**src/rtl/otter_stall_ctrl.sv**
```systemverilog
// Pipeline sequencer for the 5-stage OTTER core: RAW-hazard bubble counting,
// taken-branch flushes and memory-busy freezes, with no forwarding paths.
module otter_stall_ctrl #(
    parameter int RF_BYPASS = 1
) (
    input  logic        clk,
    input  logic        rst,
    input  logic [31:0] de_ir,
    input  logic [31:0] ex_ir,
    input  logic [31:0] mem_ir,
    input  logic [31:0] wb_ir,
    input  logic        ex_valid,
    input  logic        mem_valid,
    input  logic        wb_valid,
    input  logic        br_taken,
    input  logic        mem_busy,
    output logic        pc_write,
    output logic        if_de_en,
    output logic        if_de_clear,
    output logic        de_ex_clear,
    output logic        back_en,
    output logic [1:0]  stall_cnt
);

    localparam logic [6:0] OP_LUI    = 7'b0110111;
    localparam logic [6:0] OP_AUIPC  = 7'b0010111;
    localparam logic [6:0] OP_JAL    = 7'b1101111;
    localparam logic [6:0] OP_BRANCH = 7'b1100011;
    localparam logic [6:0] OP_STORE  = 7'b0100011;
    localparam logic [6:0] OP_OP     = 7'b0110011;

    localparam logic [1:0] ST_RUN    = 2'd0;
    localparam logic [1:0] ST_STALL  = 2'd1;
    localparam logic [1:0] ST_FREEZE = 2'd2;
    localparam logic [1:0] ST_FLUSH  = 2'd3;

    // Bubbles needed when DE reads a register still being produced downstream
    localparam logic [1:0] EX_NEED  = (RF_BYPASS != 0) ? 2'd2 : 2'd3;
    localparam logic [1:0] MEM_NEED = (RF_BYPASS != 0) ? 2'd1 : 2'd2;
    localparam logic [1:0] WB_NEED  = (RF_BYPASS != 0) ? 2'd0 : 2'd1;

    logic [6:0] de_op;
    logic [4:0] de_rs1;
    logic [4:0] de_rs2;
    logic       rs1_used;
    logic       rs2_used;
    logic       ex_hit;
    logic       mem_hit;
    logic       wb_hit;
    logic [1:0] need;

    logic [1:0] state;
    logic [1:0] saved_state;
    logic [1:0] cur_state;
    logic [1:0] next_state;
    logic [1:0] cnt_next;
    logic       unused_bits;

    function automatic logic writer_hits(
        input logic       valid,
        input logic [6:0] op,
        input logic [4:0] rd,
        input logic [4:0] rs1,
        input logic [4:0] rs2,
        input logic       use1,
        input logic       use2
    );
        writer_hits = valid && (op != OP_BRANCH) && (op != OP_STORE) && (rd != 5'd0) &&
                      ((use1 && (rd == rs1)) || (use2 && (rd == rs2)));
    endfunction

    assign de_op    = de_ir[6:0];
    assign de_rs1   = de_ir[19:15];
    assign de_rs2   = de_ir[24:20];
    assign rs1_used = (de_op != OP_LUI) && (de_op != OP_AUIPC) && (de_op != OP_JAL);
    assign rs2_used = (de_op == OP_BRANCH) || (de_op == OP_STORE) || (de_op == OP_OP);

    assign ex_hit  = writer_hits(ex_valid,  ex_ir[6:0],  ex_ir[11:7],  de_rs1, de_rs2, rs1_used, rs2_used);
    assign mem_hit = writer_hits(mem_valid, mem_ir[6:0], mem_ir[11:7], de_rs1, de_rs2, rs1_used, rs2_used);
    assign wb_hit  = writer_hits(wb_valid,  wb_ir[6:0],  wb_ir[11:7],  de_rs1, de_rs2, rs1_used, rs2_used);

    assign unused_bits = ^{de_ir[31:25], de_ir[14:12], ex_ir[31:12], mem_ir[31:12], wb_ir[31:12]};

    // Closer producers always need more bubbles, so the last match wins the max
    always_comb begin
        need = 2'd0;
        if (wb_hit)  need = WB_NEED;
        if (mem_hit) need = MEM_NEED;
        if (ex_hit)  need = EX_NEED;
    end

    // Once mem_busy drops, the held state takes effect in that same cycle
    assign cur_state = (state == ST_FREEZE) ? saved_state : state;

    always_comb begin
        pc_write    = 1'b1;
        if_de_en    = 1'b1;
        if_de_clear = 1'b0;
        de_ex_clear = 1'b0;
        back_en     = 1'b1;
        next_state  = ST_RUN;
        cnt_next    = stall_cnt;
        if (rst) begin
            pc_write    = 1'b0;
            if_de_en    = 1'b0;
            if_de_clear = 1'b1;
            de_ex_clear = 1'b1;
            cnt_next    = 2'd0;
        end else if (mem_busy) begin
            pc_write   = 1'b0;
            if_de_en   = 1'b0;
            back_en    = 1'b0;
            next_state = ST_FREEZE;
        end else if (br_taken) begin
            if_de_clear = 1'b1;
            de_ex_clear = 1'b1;
            cnt_next    = 2'd0;
            next_state  = ST_FLUSH;
        end else begin
            case (cur_state)
                ST_STALL: begin
                    pc_write    = 1'b0;
                    if_de_en    = 1'b0;
                    de_ex_clear = 1'b1;
                    cnt_next    = (stall_cnt != 2'd0) ? stall_cnt - 2'd1 : 2'd0;
                    next_state  = (stall_cnt <= 2'd1) ? ST_RUN : ST_STALL;
                end
                ST_FLUSH: begin
                    cnt_next = 2'd0;
                end
                default: begin
                    cnt_next = 2'd0;
                    if (need != 2'd0) begin
                        pc_write    = 1'b0;
                        if_de_en    = 1'b0;
                        de_ex_clear = 1'b1;
                        if (need > 2'd1) begin
                            cnt_next   = need - 2'd1;
                            next_state = ST_STALL;
                        end
                    end
                end
            endcase
        end
    end

    always_ff @(posedge clk) begin
        if (rst) begin
            state       <= ST_RUN;
            saved_state <= ST_RUN;
            stall_cnt   <= 2'd0;
        end else begin
            state     <= next_state;
            stall_cnt <= cnt_next;
            if (mem_busy && (state != ST_FREEZE))
                saved_state <= state;
        end
    end

endmodule

```
**config.mk**
```make
export PLATFORM = sky130hd
export DESIGN_NAME = otter_stall_ctrl
export DESIGN_NICKNAME = d
export VERILOG_FILES = /design/src/rtl/otter_stall_ctrl.sv
export SDC_FILE = /design/constraint.sdc
export NUM_CORES = 1
export LEC_CHECK = 0
export ABC_AREA = 1
export CAP_MARGIN = 30
export CORE_ASPECT_RATIO = 2
export CORE_MARGIN = 8
export CORE_UTILIZATION = 19
export CTS_CLUSTER_SIZE = 8
export DETAILED_ROUTE_END_ITERATION = 6
export PLACE_DENSITY = 0.84
export SLEW_MARGIN = 0
export SYNTH_ARGS = -nofsm -noshare
export SYNTH_HDL_FRONTEND = slang
export SYNTH_SLANG_ARGS = --single-unit
```
**constraint.sdc**
```tcl
create_clock -name clk -period 1.8 [get_ports clk]
set_input_delay 0.36 -clock clk [delete_from_list [all_inputs] [get_ports clk]]
set_output_delay 0.36 -clock clk [all_outputs]
set_load 0.02 [all_outputs]
```
==> metrics.cfg <==
[setup_path]
slowest_stage = clkdlybuf4s50_1
cp.required_ns = 1.44
critPathKind = in2out
crit_path_max_incr_delay_ns = 0.46
start_kind = input port
cp_max_fo = 2
worstPathArrival_ns = 1.43
cp-end-kind = output port
crit_top_cell = nand2_1
cp_cell_sequence = clkdlybuf4s50_1 > nand3_1 > nor2_1 > nand2_2 > nand3_4 > nand2_1 > nand2_1 > buf_6

[synthesis]
synth_commonest_cells = nand2_1, nor2_1, inv_1
synthArstFlopShare_pct = 0
avgSynthCellArea_sq_um = 5.48
ys_ff_latch = 6
synth_area_leader_cell = nand2_1
synth-edff-count = 0
syn_inst = 133
synth_area_sq_um = 729
synth_top_cell_area_share_pct = 19.6
synth.top_cells.by_area = nand2_1, dfxtp_1, nor2_1
synth.distinct_cells = 20
yosysSeqAreaShare_pct = 16.5
syn_nets = 268
synth.most_common_cell = nand2_1
synthFlopType = dfxtp_1
ys_warn_count = 0

[clocking]
htreeDepth = 1
cts_root_buf = clkbuf_8
cts_tree = built
ctsHoldBuffers = 0
path_clk_slew_ns = 0.04
cts.sinks = 6
cts_made_buffers = 3
clock_latency_ns = 0.22
clock_path_buffers = 2

[floorplanning]
die_h_microns = 104
row_count = 32
io_pins = 142
die_x_microns = 59.8
initial_core_util_pct = 19.4
coreArea_sq_um = 3760
die_area_sq_um = 6200

[sta]
fin_crit_sh_pct = 99.2
finalSetupViolCount = 0
rsz0062_at_grt = yes
fmaxAchievable_mhz = 560
slew_viol_final = 0
fin_crit_ns = 1.79
hold_violations = 0
relSlewSlack_pct = 83.8
clock_skew_ns = 0.00152
worst_pin_slew_ns = 0.240
fin_ws_ns = 0.0147

[drt]
viasPerCell = 4.21
wl_per_cell_microns = 11.7
routed_wl_microns = 2900
firstDrtPassIters = 5
vias = 1044
drcViolationCount = 0
ant_nets = 0
dr.first_iter.drc_count = 16

[finish]
layout-drive-gt1-share_pct = 38.1
multiInputGateArea_sq_um = 622
fin_cells = 248
antennaDiodeCount = 0
utilization_pct = 37.9
nets = 334
layout.area.seq_sq_um = 120
n_fill_cell = 426
synthToLayoutAreaGrowth_pct = 95.4

[hold_path]
hold_class = reg2reg

[placed_design]
gpl.final_weighted_congestion = 0.865
post-place-ws_ns = -0.847
dp.cells = 243
io_buffers = 51
dp_hpwl_microns = 2400

[power]
pwr-share-clk_pct = 34.2
finalPower_mw = 0.587
p_sw_share_pct = 30.3
powerDensity_nw_per_um2 = 412
internal_power_mw = 0.409
ir_drop_v = 0.000321
power_frac_seq_pct = 23.9
p_comb_share_pct = 41.9
p_leak_nw = 0.742
p_switching_mw = 0.178

[global_routing]
antenna_found_initial = 0
grt_use_total_pct = 9.10
grt_max_degree = 5
grt_pass1_wl_microns = 4530
grt-ovfl-total = 0
grt_pass1_vias = 1078

[status]
status = finished, final reports clean

[flow_run]
drv_cap = 0

[worst paths after layout]
| path | cells past startpoint | endpoint | startpoint | slack [ns] |
|---|---|---|---|---|
| worst max-delay path | 8 | de_ex_clear | ex_valid | 0.01 |
| worst min-delay path | 2 | stall_cnt[0] | stall_cnt[0] | 0.48 |
| worst max register to register | 10 | stall_cnt[0] | state[1] | 0.38 |
| worst min register to register | 2 | stall_cnt[0] | stall_cnt[0] | 0.48 |
[stage by stage]
| step | setup TNS (ns) | hold slack, ns | cell area, sq um |
|---|---|---|---|
| after floorplan | 0 | 0.432 | 729 |
| after global placement | -2.87 | 0.457 | 1360 |
| after detailed placement | -3.09 | 0.473 | 1360 |
| after CTS | 0 | 0.481 | 1360 |
| after global routing | -0.0698 | 0.535 | 1430 |
| final | 0 | 0.482 | 1430 |
[power by group through the flow]
stage	clock network, mW	registers [mW]	logic, mW
global placement	0	0.141	0.245
detailed placement	0	0.141	0.247
CTS	0.207	0.139	0.226
global route	0.213	0.140	0.272
finish	0.200	0.140	0.246
floorplan	0	0.141	0.0911
[flip-flops by register name (all words and copies together) (netlist names)]
name and flops:
saved_state 2, stall_cnt 2, state 2
[routing by layer]
metal / GRT usage [%] / wire (microns) / part of all wire (%)
met1: 10.9 / 1200 / 41
met2: 13.6 / 1210 / 42
met3: 4.34 / 453 / 16
met4: 3.10 / 39 / 1.3
met5: 0 / 0 / 0
[repair_timing]
item,4_1_cts,5_1_grt
endpoints found under the hold margin,0,0
gates cloned,0,0
pin swaps,37,37
gates resized for setup,145,49
setup buffers,2,0
endpoints found under the setup margin,5,5
[critical path: cells and delay by family]
family / cells / cell delay [ns]
simple gates: 6 / 0.48
buf+inv: 2 / 0.58
[cells in the final DEF, fill, tap and decap left out, types with 4 or more instances in the layout]
master            n
inv_1            17
nand3_1           7
xor2_1            8
clkdlybuf4s15_1   4
buf_6            10
nor2_1           17
clkbuf_2          6
nor2_2            6
nand2_1          34
o21ai_0           5
buf_4            15
inv_2             5
buf_2            14
xnor2_1           5
dlygate4sd2_1     5
dfxtp_1           6
clkdlybuf4s50_1   5
[kinds of logic (layout without fill, tap and decap cells)]
| logic type | count (synthesis) | in the layout | synth area share, % |
|---|---|---|---|
| simple gates | 80 | 80 | 46.7 |
| buf+inv | 23 | 87 | 12.4 |
| xor+xnor | 14 | 14 | 16.8 |
| compound gates | 10 | 10 | 7.72 |
| flops | 6 | 6 | 16.5 |
[final cells by class]
cell class	instances	share of cell area [%]
repair buffers	62	34.8
flip-flops and latches	6	8.43
well taps	51	4.48
clock buffers	3	2.90
multi-input cells	104	43.6
inverters	22	5.79
Power figures use the tool's default switching activity.
